## config.mk

```make
export PLATFORM = sky130hd
export DESIGN_NAME = arashi_thread_queue
export DESIGN_NICKNAME = d
export VERILOG_FILES = /design/src/rtl/arashi_thread_queue_mem.sv /design/src/rtl/arashi_thread_queue.sv
export SDC_FILE = /design/constraint.sdc
export NUM_CORES = 1
export LEC_CHECK = 0
export CORE_MARGIN = 1
export CORE_UTILIZATION = 60
export CTS_CLUSTER_DIAMETER = 100
export CTS_CLUSTER_SIZE = 12
export DETAILED_ROUTE_END_ITERATION = 12
export HOLD_SLACK_MARGIN = 0.12
export PLACE_DENSITY_LB_ADDON = 0.3
export SETUP_SLACK_MARGIN = 0.4
export SLEW_MARGIN = 20
export SYNTH_ARGS = -nofsm -noshare
export SYNTH_HDL_FRONTEND = slang
export SYNTH_SLANG_ARGS = --single-unit
```

## constraint.sdc

```tcl
create_clock -name clk -period 10 [get_ports clk]
set_input_delay 1 -clock clk [delete_from_list [all_inputs] [get_ports clk]]
set_output_delay 1 -clock clk [all_outputs]
set_load 0.03 [all_outputs]
```

## src/rtl/arashi_thread_queue_mem.sv

```systemverilog
// ---------------------------------------------------------------------------
// arashi_thread_queue_mem
//   Storage array for arashi_thread_queue: DEPTH x DATA_WIDTH register file.
//   One write port (written on the rising clock edge) and one read port
//   (combinational). Every entry is cleared by reset so that a freshly reset
//   queue never exposes stale payload.
//
// Ports
//   clk      in   clock, rising edge
//   rstn     in   synchronous active-low reset, clears every entry
//   w_en     in   write strobe
//   w_addr   in   write entry index
//   w_data   in   write payload
//   r_addr   in   read entry index
//   r_data   out  payload at r_addr (combinational)
// ---------------------------------------------------------------------------
module arashi_thread_queue_mem #(
    parameter int DATA_WIDTH = 32,
    parameter int DEPTH      = 8
) (
    input  logic                     clk,
    input  logic                     rstn,
    input  logic                     w_en,
    input  logic [$clog2(DEPTH)-1:0] w_addr,
    input  logic [DATA_WIDTH-1:0]    w_data,
    input  logic [$clog2(DEPTH)-1:0] r_addr,
    output logic [DATA_WIDTH-1:0]    r_data
);

    logic [DATA_WIDTH-1:0] entries [DEPTH];

    // NOTE: a resettable array cannot map onto RAM macros; it is kept as
    // flops here because reset must guarantee all-zero contents.
    always_ff @(posedge clk) begin
        if (!rstn) begin
            for (int i = 0; i < DEPTH; i++) begin
                entries[i] <= '0;
            end
        end else if (w_en) begin
            entries[w_addr] <= w_data;
        end
    end

    assign r_data = entries[r_addr];

endmodule

```

## src/rtl/arashi_thread_queue.sv

```systemverilog
// ---------------------------------------------------------------------------
// arashi_thread_queue
//   Single-clock FIFO for thread descriptors. All DEPTH entries are usable;
//   occupancy is held in a dedicated counter rather than derived from the
//   pointer difference. Reads return data one cycle after acceptance on a
//   registered data_out; there is no empty-queue bypass.
//
// Ports
//   clk       in   clock, rising edge
//   rstn      in   synchronous active-low reset (highest priority)
//   flush     in   synchronous clear of pointers/count/pulses
//   w_ena     in   write request
//   data_in   in   write payload
//   w_ready   out  registered pulse: write accepted on last edge
//   r_ena     in   read request
//   data_out  out  registered read payload, held between reads
//   r_valid   out  registered pulse: data_out updated on last edge
//   avail     out  combinational lookahead: a read next cycle will succeed
//   count     out  registered occupancy 0..DEPTH
//   full      out  count == DEPTH
//   afull     out  count >= AFULL_LVL
//   ovf_err   out  sticky: a write was dropped because the queue was full
// ---------------------------------------------------------------------------
module arashi_thread_queue #(
    parameter int DATA_WIDTH = 32,
    parameter int DEPTH      = 8,
    parameter int AFULL_LVL  = DEPTH - 2
) (
    input  logic                          clk,
    input  logic                          rstn,
    input  logic                          flush,
    input  logic                          w_ena,
    input  logic [DATA_WIDTH-1:0]         data_in,
    output logic                          w_ready,
    input  logic                          r_ena,
    output logic [DATA_WIDTH-1:0]         data_out,
    output logic                          r_valid,
    output logic                          avail,
    output logic [$clog2(DEPTH):0]        count,
    output logic                          full,
    output logic                          afull,
    output logic                          ovf_err
);

    localparam int PTR_W = $clog2(DEPTH);
    localparam int CNT_W = PTR_W + 1;

    logic [PTR_W-1:0]      w_ptr;
    logic [PTR_W-1:0]      r_ptr;
    logic [DATA_WIDTH-1:0] rd_data;
    logic                  wacc;
    logic                  racc;

    // Full blocks writes even when a read is accepted in the same cycle, and
    // an empty queue ignores reads even when a write lands in the same cycle.
    assign wacc = w_ena && !full && !flush;
    assign racc = r_ena && (count != '0) && !flush;

    assign full  = (count == CNT_W'(DEPTH));
    assign afull = (count >= CNT_W'(AFULL_LVL));

    // Lookahead: with one entry left, a read this cycle empties the queue
    // (a same-cycle write is not yet readable); when empty, a write this
    // cycle makes data readable next cycle.
    // NOTE: every always_comb output gets a default first so no path can
    // leave it unassigned and infer a latch.
    always_comb begin
        avail = 1'b1;
        if (count == '0) begin
            avail = w_ena;
        end else if (count == CNT_W'(1)) begin
            avail = ~r_ena;
        end
    end

    arashi_thread_queue_mem #(
        .DATA_WIDTH (DATA_WIDTH),
        .DEPTH      (DEPTH)
    ) u_mem (
        .clk    (clk),
        .rstn   (rstn),
        .w_en   (wacc),
        .w_addr (w_ptr),
        .w_data (data_in),
        .r_addr (r_ptr),
        .r_data (rd_data)
    );

    // DEPTH is a power of two, so pointer increments wrap naturally.
    // NOTE: sequential state uses non-blocking assignments so every flop
    // samples pre-edge values regardless of statement order.
    always_ff @(posedge clk) begin
        if (!rstn) begin
            w_ptr    <= '0;
            r_ptr    <= '0;
            count    <= '0;
            w_ready  <= 1'b0;
            r_valid  <= 1'b0;
            ovf_err  <= 1'b0;
            data_out <= '0;
        end else if (flush) begin
            // data_out and ovf_err deliberately hold across a flush.
            w_ptr   <= '0;
            r_ptr   <= '0;
            count   <= '0;
            w_ready <= 1'b0;
            r_valid <= 1'b0;
        end else begin
            w_ready <= wacc;
            r_valid <= racc;
            if (w_ena && full) begin
                ovf_err <= 1'b1;
            end
            if (wacc) begin
                w_ptr <= w_ptr + PTR_W'(1);
            end
            if (racc) begin
                r_ptr    <= r_ptr + PTR_W'(1);
                data_out <= rd_data;
            end
            if (wacc && !racc) begin
                count <= count + CNT_W'(1);
            end else if (racc && !wacc) begin
                count <= count - CNT_W'(1);
            end
        end
    end

endmodule

```

==> impl_metrics.csv <==
group,metric,value,unit
outcome,status,"finished clean",
yosys,synth_edf_count,256,
sta,layout_setup_ws,6.29,ns
placed_design,portBuffers,78,
critical_path,arrival,3.93,ns
die,ios,79,
routing,avgViaCountPerCell,6.13,
critical_path,cpPeakStageDelay,0.58,ns
sta,rsz0062_at_grt,"no",
yosys,syn_avg_cell_area,12.7,um^2
power_and_ir_drop,p_leak,4.87,nW
routing,first_pass_iters,5,
sta,layout_worst_path_cycle_share,37.1,%
critical_path,cp_common_cell,"buf_4",
yosys,synth.top_cell.area_share,60.7,%
routing,wire_per_inst,21.9,um
grt,gr-total-overflow,0,
yosys,async_reset_ff_share,0,%
grt,track_usage,27.2,%
placed_design,gp_congestion,0.763,
die,start_util,62.0,%
sta,fmax,270,MHz
critical_path,setup.worst_path.end_class,"flip-flop",
min_path,min_path_type,"reg -> reg",
sta,setup_viol,0,
cts,cts_tree,"yes",
routing,vias,8197,
cts,cts_buffers,29,
grt,grt_pass1_vias,8065,
critical_path,worstSetupStartpoint,"rstn",
grt,antenna_found_initial,0,
cts,cts_max_path_buffers,3,
yosys,synth-seq-cells,301,
cts,clkSinkCount,301,
yosys,synth_nets,1039,
die,fp-row-count,52,
cts,cts_resized,0,
critical_path,crit_end,"u_mem.entries[7][13]",
cts,cts_hold_buffers,0,
critical_path,r2r_end,"u_mem.entries[7][13]",
sta,worstMarginPinSlew,1.11,ns
final_layout,drive_above_1_share,9.08,%
critical_path,path_buf_inv,4,
yosys,synthTopCellsByCount,"268 x nor2_1, 256 x edfxtp_1, 69 x a21oi_1",
critical_path,crit_required,10.22,ns
die,die_w,147,um
power_and_ir_drop,ir_worst_vdd,0.000147,V
final_layout,num-nets-final,1090,
grt,grt_pass1_wl,44.6,mm
critical_path,path_class,"in -> reg",
sta,maxSlewHeadroom,25.9,%
flow_run,cap_violations,0,
cts,htreeDepth,1,
cts,post_cts_buffers,0,
yosys,yosys_warnings,0,
routing,drtAntennaViolNets,0,
sta,finalSetupTns,0,ns
sta,hold_violations,0,
yosys,yosysTopAreaCell,"edfxtp_1",
critical_path,r2r_start,"count[0]",
critical_path,regToRegSetupSlack,6.53,ns
critical_path,cp_cell_sequence,"buf_2 -> buf_4 -> nand3b_1 -> nor2_1 -> nand3_2 -> buf_4 -> o21ai_4 -> buf_16",
critical_path,critPathTopFamily,"buffers and inverters",
final_layout,syn_to_final_growth,15.1,%
yosys,synth_most_common_cell,"nor2_1",
yosys,netlist_instances,995,
sta,fin_hold_ws,0.517,ns
yosys,syn_area,12700,um^2
sta,fin_crit,3.71,ns
yosys,yosysSeqAreaShare,67.8,%
critical_path,crit_path_start_kind,"primary input",
yosys,synthFlopType,"edfxtp_1",
placed_design,pre_cts_ws,5.48,ns
routing,first_iter_violations,959,
min_path,holdPathStages,2,
sta,finalMaxSlewViolations,0,
placed_design,dpl.hpwl,17.1,mm
sta,skew,0.0123,ns
die,die_h,147,um
critical_path,slowest_stage,"nand3_2",
die,core,20400,um^2
die,dieArea,21700,um^2
cts,clock-root-buffer,"clkbuf_16",
critical_path,cp.depth,8,
power_and_ir_drop,powerDensity,179,nW/um^2
yosys,netlist-cell-type-count,30,
critical_path,crit_path_max_fanout,43,
yosys,synthTopCellsByArea,"edfxtp_1 61%, nor2_1 7.9%, dfxtp_1 7.1%",
grt,grt_start_max_net_pins,67,
final_layout,diodes,0,
cts,clk_pin_slew,0.06,ns
routing,wirelength,29.3,mm
routing,drc_errors,0,
critical_path,worst-r2r-cell-count,9,
cts,worstSkewPairLatency,0.53,ns
==> cells in the final DEF (no fill, tap or decap), drive strengths merged <==
| master | netlist | final |
|---|---|---|
| nor2 | 268 | 268 |
| edfxtp | 256 | 256 |
| clkdlybuf4s50 | 0 | 77 |
| a21oi | 69 | 69 |
| nand2 | 67 | 67 |
| mux2i | 66 | 66 |
| clkbuf | 42 | 52 |
| dfxtp | 45 | 45 |
| o21ai | 43 | 43 |
| mux4 | 32 | 32 |
| o22ai | 32 | 32 |
| buf | 31 | 16 |
| inv | 8 | 9 |
| ha | 7 | 7 |
| nand2b | 4 | 4 |
| xor2 | 4 | 4 |
| nand3b | 4 | 4 |
| nand3 | 4 | 4 |
| xnor2 | 3 | 3 |
| nor2b | 2 | 2 |
| or4 | 2 | 2 |
| nor3b | 1 | 1 |
| nor3 | 1 | 1 |
| or2 | 1 | 1 |
| or3 | 1 | 1 |
| nand4 | 1 | 1 |
| nor4b | 1 | 1 |
==> worst min path at each step <==
stage | to | from
after floorplan | w_ptr[1] | w_ptr[1]
after detailed placement | ovf_err | ovf_err
final | ovf_err | ovf_err
after global routing | ovf_err | ovf_err
after CTS | ovf_err | ovf_err
after global placement | ovf_err | ovf_err
==> per-stage QoR <==
step	power (mW)	utilization (%)	instances	area (um^2)
2_1_floorplan	1.56	-	995	12700
3_3_place_gp	1.63	66.6	1280	13600
3_5_place_dp	1.64	66.6	1280	13600
4_1_cts	2.60	70.7	1333	14400
5_1_grt	2.68	71.3	1338	14600
6_report	2.60	71.3	1338	14600
==> cells by family (layout without fill, tap and decap cells) <==
| family | Yosys count | in the layout | synth area share [%] |
|---|---|---|---|
| simple gates | 357 | 357 | 11.1 |
| xor+xnor | 7 | 7 | 0.484 |
| buf+inv | 81 | 154 | 2.95 |
| flops | 301 | 301 | 67.8 |
| fa+ha+maj | 7 | 7 | 0.692 |
| compound gates | 144 | 144 | 6.01 |
| mux | 98 | 98 | 10.9 |
==> routing by layer <==
layer	share of wire (%)	global-route usage (%)	vias up
li1	-	-	3678
met1	40	40.5	4031
met2	47	41.7	442
met3	11	4.75	46
met4	1.9	7.37	0
met5	0	0	-
==> power breakdown <==
part | total (mW) | internal, mW | switching [mW]
clock network | 0.984 | 0.547 | 0.436
logic | 0.192 | 0.0731 | 0.119
registers | 1.43 | 1.41 | 0.0182
total | 2.60 | 2.03 | 0.574
==> cell type report <==
class | instances | area [um^2]
Clock inverter | 1 | 11.3
Clock buffer | 52 | 816
Tap cell | 270 | 338
Multi-Input combinational cell | 613 | 3800
Timing Repair Buffer | 93 | 988
Inverter | 8 | 30.0
Sequential cell | 301 | 8590
Fill cell | 1343 | 5850
==> sequential cells by signal (all words and copies together), names as in the netlist <==
register	count
w_ready	1
data_out	32
u_mem.entries	256
r_ptr	3
r_valid	1
ovf_err	1
count	4
w_ptr	3
==> tightest hold or removal path: cells and delay by family (launching register included) <==
family / cells / cell delay [ns]
simple gates: 1 / 0.09
compound gates: 1 / 0.05
flops: 1 / 0.34
No activity file was read; power rests on OpenSTA's default activity.
